$ cat config.mk
export PLATFORM = sky130hd
export DESIGN_NAME = traffic_intersection_ctrl
export DESIGN_NICKNAME = d
export VERILOG_FILES = /design/src/rtl/traffic_pkg.sv /design/src/rtl/traffic_intersection_ctrl_phase_timer.sv /design/src/rtl/traffic_intersection_ctrl.sv
export SDC_FILE = /design/constraint.sdc
export NUM_CORES = 1
export LEC_CHECK = 0
export BUFFER_PORTS_ARGS = -buffer_cell sky130_fd_sc_hd__buf_4
export CAP_MARGIN = 5
export CORE_MARGIN = 10
export CORE_UTILIZATION = 55
export CTS_BUF_LIST = sky130_fd_sc_hd__clkbuf_4 sky130_fd_sc_hd__clkbuf_8
export CTS_CLUSTER_DIAMETER = 50
export DETAILED_ROUTE_END_ITERATION = 7
export PLACE_DENSITY = 0.76
export SYNTH_ARGS = -nofsm -noshare
export SYNTH_HDL_FRONTEND = slang
export SYNTH_SLANG_ARGS = --single-unit
export TNS_END_PERCENT = 5
$ cat constraint.sdc
create_clock -name clk -period 4.47 [get_ports clk]
set_input_delay 0.447 -clock clk [delete_from_list [all_inputs] [get_ports clk]]
set_output_delay 0.447 -clock clk [all_outputs]
set_load 0.02 [all_outputs]
$ cat src/rtl/traffic_pkg.sv
// Shared types and constants for the traffic intersection controller.
// Macro TRAFFIC_PED_EN adds the pedestrian walk state to the state enum.
package traffic_pkg;

    localparam int CNT_W = 8;

    localparam logic [2:0] LAMP_RED    = 3'b100;
    localparam logic [2:0] LAMP_YELLOW = 3'b010;
    localparam logic [2:0] LAMP_GREEN  = 3'b001;

    typedef enum logic [2:0] {
        ALLRED_N,
        NS_GREEN,
        NS_YELLOW,
        ALLRED_E,
        EW_GREEN,
        EW_YELLOW
`ifdef TRAFFIC_PED_EN
        ,
        PED_WALK
`endif
    } state_t;

    typedef enum logic {
        DIR_NS,
        DIR_EW
    } dir_t;

endpackage

$ cat src/rtl/traffic_intersection_ctrl_phase_timer.sv
// Loadable down-counter for phase timing; sticks at zero until reloaded.
// Reset value is a parameter so the power-on phase is already timed.
module phase_timer #(
    parameter int               W         = 8,
    parameter logic [W-1:0]     RESET_VAL = '0
) (
    input  logic         clk,
    input  logic         reset_n,
    input  logic         i_load,
    input  logic [W-1:0] i_load_val,
    output logic         o_done
);

    logic [W-1:0] r_count;

    always_ff @(posedge clk or negedge reset_n) begin
        if (!reset_n) begin
            r_count <= RESET_VAL;
        end else if (i_load) begin
            r_count <= i_load_val;
        end else if (r_count != '0) begin
            r_count <= r_count - 1'b1;
        end
    end

    assign o_done = (r_count == '0);

endmodule

$ cat src/rtl/traffic_intersection_ctrl.sv
// Two-road intersection controller: NS main road rests green, EW side road on demand.
// Define TRAFFIC_PED_EN to add the pedestrian walk phase between all-red and green.
module traffic_intersection_ctrl
    import traffic_pkg::*;
#(
    parameter int T_GREEN  = 10,
    parameter int T_YELLOW = 3,
    parameter int T_ALLRED = 2,
    parameter int T_WALK   = 6
) (
    input  logic       clk,
    input  logic       reset_n,
    input  logic       ew_car,
    input  logic       ped_req,
    output logic [2:0] light_ns,
    output logic [2:0] light_ew,
    output logic       walk
);

    state_t              r_state;
    state_t              w_state_next;
    logic                w_load;
    logic [CNT_W-1:0]    w_load_val;
    logic                w_done;
    logic                w_ped_pend_eff;

    function automatic logic [CNT_W-1:0] phase_len(input state_t s);
        case (s)
            NS_GREEN, EW_GREEN:   phase_len = CNT_W'(T_GREEN - 1);
            NS_YELLOW, EW_YELLOW: phase_len = CNT_W'(T_YELLOW - 1);
`ifdef TRAFFIC_PED_EN
            PED_WALK:             phase_len = CNT_W'(T_WALK - 1);
`endif
            default:              phase_len = CNT_W'(T_ALLRED - 1);
        endcase
    endfunction

    phase_timer #(
        .W         (CNT_W),
        .RESET_VAL (CNT_W'(T_ALLRED - 1))
    ) u_timer (
        .clk        (clk),
        .reset_n    (reset_n),
        .i_load     (w_load),
        .i_load_val (w_load_val),
        .o_done     (w_done)
    );

`ifdef TRAFFIC_PED_EN
    logic r_ped_pend;
    dir_t r_next_dir;

    // A request arriving on the deciding cycle already counts as pending.
    assign w_ped_pend_eff = r_ped_pend | (ped_req & (r_state != PED_WALK));

    always_ff @(posedge clk or negedge reset_n) begin
        if (!reset_n) begin
            r_ped_pend <= 1'b0;
            r_next_dir <= DIR_NS;
        end else begin
            if (w_state_next == PED_WALK && r_state != PED_WALK) begin
                r_ped_pend <= 1'b0;
            end else begin
                r_ped_pend <= w_ped_pend_eff;
            end
            if (r_state == ALLRED_E) begin
                r_next_dir <= DIR_EW;
            end else if (r_state == ALLRED_N) begin
                r_next_dir <= DIR_NS;
            end
        end
    end
`else
    logic w_unused_ped;
    assign w_unused_ped   = ped_req;
    assign w_ped_pend_eff = 1'b0;
`endif

    always_ff @(posedge clk or negedge reset_n) begin
        if (!reset_n) begin
            r_state <= ALLRED_N;
        end else begin
            r_state <= w_state_next;
        end
    end

    always_comb begin
        w_state_next = r_state;
        case (r_state)
            ALLRED_N: begin
                if (w_done) begin
                    w_state_next = NS_GREEN;
`ifdef TRAFFIC_PED_EN
                    if (w_ped_pend_eff) w_state_next = PED_WALK;
`endif
                end
            end
            NS_GREEN: begin
                if (w_done && (ew_car || w_ped_pend_eff)) w_state_next = NS_YELLOW;
            end
            NS_YELLOW: begin
                if (w_done) w_state_next = ALLRED_E;
            end
            ALLRED_E: begin
                if (w_done) begin
                    w_state_next = EW_GREEN;
`ifdef TRAFFIC_PED_EN
                    if (w_ped_pend_eff) w_state_next = PED_WALK;
`endif
                end
            end
            EW_GREEN: begin
                if (w_done) w_state_next = EW_YELLOW;
            end
            EW_YELLOW: begin
                if (w_done) w_state_next = ALLRED_N;
            end
`ifdef TRAFFIC_PED_EN
            PED_WALK: begin
                if (w_done) w_state_next = (r_next_dir == DIR_EW) ? EW_GREEN : NS_GREEN;
            end
`endif
            default: w_state_next = ALLRED_N;
        endcase
    end

    assign w_load     = (w_state_next != r_state);
    assign w_load_val = phase_len(w_state_next);

    // Lamps depend on the state register alone, so inputs never reach outputs combinationally.
    always_comb begin
        light_ns = LAMP_RED;
        light_ew = LAMP_RED;
        walk     = 1'b0;
        case (r_state)
            NS_GREEN:  light_ns = LAMP_GREEN;
            NS_YELLOW: light_ns = LAMP_YELLOW;
            EW_GREEN:  light_ew = LAMP_GREEN;
            EW_YELLOW: light_ew = LAMP_YELLOW;
`ifdef TRAFFIC_PED_EN
            PED_WALK:  walk     = 1'b1;
`endif
            default: ;
        endcase
    end

endmodule

==> summary.md <==
| Metric | Value |
|---|---|
| Post-synthesis simple-gate area fraction | `31.2%` |
| CP startpoint | `u_timer.r_count[1]` |
| CTS Sinks | `11` |
| Adder-cell area share of the yosys netlist | `3.45%` |
| Die Area | `0.00317 sq mm` |
| Area of the mapped netlist | `726 sq um` |
| Mux cell area share after synthesis | `7.59%` |
| Worst path slowest cell | `dfrtp_1` |
| Ant diodes | `0` |
| Max-slew violations | `0` |
| Core Region | `0.00127 sq mm` |
| DRT antenna net count | `0` |
| Clock skew | `0.00683 ns` |
| CTS Buf Count | `3` |
| Clock tree buffer depth | `2` |
| CP arrival | `1.99 ns` |
| Die width | `56.3 um` |
| Endpoints failing hold | `0` |
| Largest net degree at the start of global routing | `13` |
| Final period util | `41.7%` |
| Via density | `5.46` |
| Filler cells | `103` |
| Synth area leaders | `dfrtp_1 (34%), nor2_1 (6.7%), mux2i_1 (5.5%)` |
| Top-Level Pins | `11` |
| Reg2reg start | `u_timer.r_count[1]` |
| FMAX | `537 MHz` |
| Final nets | `99` |
| Post-CTS setup buffer count | `0` |
| CP peak stage delay | `0.42 ns` |
| Post-synthesis compound-gate area fraction | `12.6%` |
| Final RePlAce weighted congestion | `0.752` |
| Synth Net Count | `89` |
| GR Overflow Total | `0` |
| Data required, critical path | `4.60 ns` |
| Seq cells post-synth | `11` |
| Worst slew pin tran | `0.663 ns` |
| Worst Setup Start Kind | `register` |
| HPWL Detailed | `1090 um` |
| Resized cells post-CTS | `0` |
| Pwr per Cell Area | `686 mW/mm^2` |
| Initial Util | `57.2%` |
| Multi-input gate area | `419 sq um` |
| Cells along the critical path | `inv_1, ha_1, nor4b_4, nand2_4, o22ai_1, nor2_1` |
| Max-slew headroom | `55.4%` |
| Routed len/inst | `13.0 um` |
| XOR/XNOR share of the synthesized area | `2.41%` |
| VDD IR-drop max | `0.435 mV` |
| Area fraction of the dominant cell type after synthesis | `34.5%` |
| Unrepaired setup endpoints after global routing | `no` |
| Static leakage | `0.392 nW` |
| Gate Count Post-Synth | `83` |
| WS Path Type | `register to register` |
| Max Cap Viol | `0` |
| Min-delay worst type | `input port to register` |
| Buffers and inverters on the worst path | `1` |
| Largest family of logic cells by synthesized area | `simple AND/OR/NAND/NOR gates` |
| Post-synthesis sequential area ratio | `38.1%` |
| DRC errors left | `0` |
| Fin util | `65.1%` |
| Crit-path leading delay family | `simple AND/OR/NAND/NOR gates` |
| Hold path start | `ew_car` |
| Number of global-route vias before repair | `542` |
| Cell row count | `13` |
| Die H | `56.3 um` |
| Syn avg cell area | `8.74 sq um` |
| Hold Buf Count CTS | `1` |
| Area grow syn2layout | `13.8%` |
| Worst setup EP type | `register` |
| WL final | `1390 um` |
| Ys Warns | `0` |
| Final setup violation count | `0` |
| Clk Latency, worst-skew pair | `0.27 ns` |
| Root buffer selected by CTS | `clkbuf_4` |
| Total Routing Usage GR | `9.13%` |
| Share of layout cells above drive strength 1 | `20.7%` |
| Via count | `584` |
| 1st-iter DRT viols | `23` |
| Global-route wire length before repair | `2420 um` |
| Clock transition at path regs | `0.07 ns` |
| Synth area leader | `dfrtp_1` |
| CTS tree | `built` |
| Outcome | `completed` |
| Antenna violations before repair | `0` |
| Netlist cell types | `29` |
| DRT Pass-1 Iters | `4` |
| Top fanout value on the critical path | `10` |
| H-tree levels | `1` |
| Buffers on Ports | `8` |
| Crit path time final | `1.86 ns` |
| Reg area | `277 sq um` |
| Setup TNS Final | `0 ns` |
[synth_stat cells]
| master | number |
|---|---|
| dfrtp_1 | 10 |
| conb_1 | 1 |
| o21ai_0 | 4 |
| nand3_1 | 2 |
| o22ai_1 | 1 |
| nand3b_1 | 2 |
| o32ai_1 | 1 |
| nand2_1 | 7 |
| dfstp_2 | 1 |
| inv_1 | 3 |
| nor2_1 | 13 |
| and2_1 | 2 |
| xor2_1 | 2 |
| and3_1 | 1 |
| clkbuf_1 | 3 |
| nor3_2 | 1 |
| nor4b_4 | 1 |
| nor3_1 | 2 |
| a211oi_2 | 1 |
| o31a_1 | 1 |
| nand2b_1 | 6 |
| nor4_1 | 1 |
| ha_1 | 2 |
| nand2_4 | 1 |
| mux2_4 | 1 |
| mux2i_1 | 4 |
| or3b_2 | 1 |
| buf_4 | 1 |
| a21oi_1 | 7 |
[flip-flops by register name, indices dropped and copies added, names as in the netlist]
| register | cells |
|---|---|
| u_timer.r_count | 8 |
| r_state | 3 |
[power breakdown]
part	leakage (nW)	switching (mW)	internal [mW]	total (mW)
clock	0.0184	0.0300	0.0405	0.0705
sequential	0.135	0.0706	0.146	0.216
combinational	0.238	0.151	0.129	0.280
[layer usage]
metal / GRT usage, % / wire, um
met1: 10.0 / 625
met2: 15.2 / 688
met3: 4.72 / 68
met4: 2.06 / 12
met5: 0 / 0
[cell usage in the layout (no fill, tap or decap), drive strengths merged]
cell type	n
buf	8
nand3b	2
nand3	2
dlygate4sd3	1
dfrtp	10
o32ai	1
ha	2
nor2	13
nand2	8
nor3	3
and2	2
nand2b	6
o22ai	1
xor2	2
inv	3
and3	1
or3b	1
a211oi	1
a21oi	7
o31a	1
conb	1
clkbuf	4
nor4	1
o21ai	4
dfstp	1
mux2	1
mux2i	4
nor4b	1
[cell families (layout without fill, tap and decap cells)]
family          count (synthesis)  count (layout)
mux                             5               5
simple gates                   40              40
buf+inv                         7              16
xor+xnor                        2               2
compound gates                 15              15
flops                          11              11
fa+ha+maj                       2               2
other cells                     1               1
[worst paths after layout]
check | cells after the start | endpoint | slack [ns]
worst max-delay path | 6 | u_timer.r_count[7] | 2.61
worst min-delay path | 4 | u_timer.r_count[0] | 0.49
worst max register to register | 6 | u_timer.r_count[7] | 2.61
worst min register to register | 2 | u_timer.r_count[6] | 0.60
max in group asynchronous | 2 | u_timer.r_count[0] | 3.70
min in group asynchronous | 2 | u_timer.r_count[5] | 0.55
[final cells by class]
type                            count  share of cell area, %
Multi-Input combinational cell     65                   50.8
Sequential cell                    11                   33.5
Timing Repair Buffer                9                   8.48
Clock buffer                        4                   3.64
Tap cell                           15                   2.27
Inverter                            3                   1.36
[worst register-to-register path, stage by stage, from the launching register on]
cell	delay, ns
dfrtp_1	0.42
inv_1	0.10
ha_1	0.14
nor4b_4	0.37
nand2_4	0.17
o22ai_1	0.42
nor2_1	0.11
[stage by stage]
stage	std cells	area (sq um)	setup slack, ns	total power, mW	hold WS, ns
after floorplan	83	726	2.53	0.422	0.151
after CTS	107	826	2.61	0.571	0.481
after global routing	107	826	2.46	0.617	0.495
final	107	826	2.61	0.566	0.488
after detailed placement	102	786	2.66	0.497	0.286
after global placement	102	786	2.70	0.487	0.286
(Power assumes the default switching activity.)
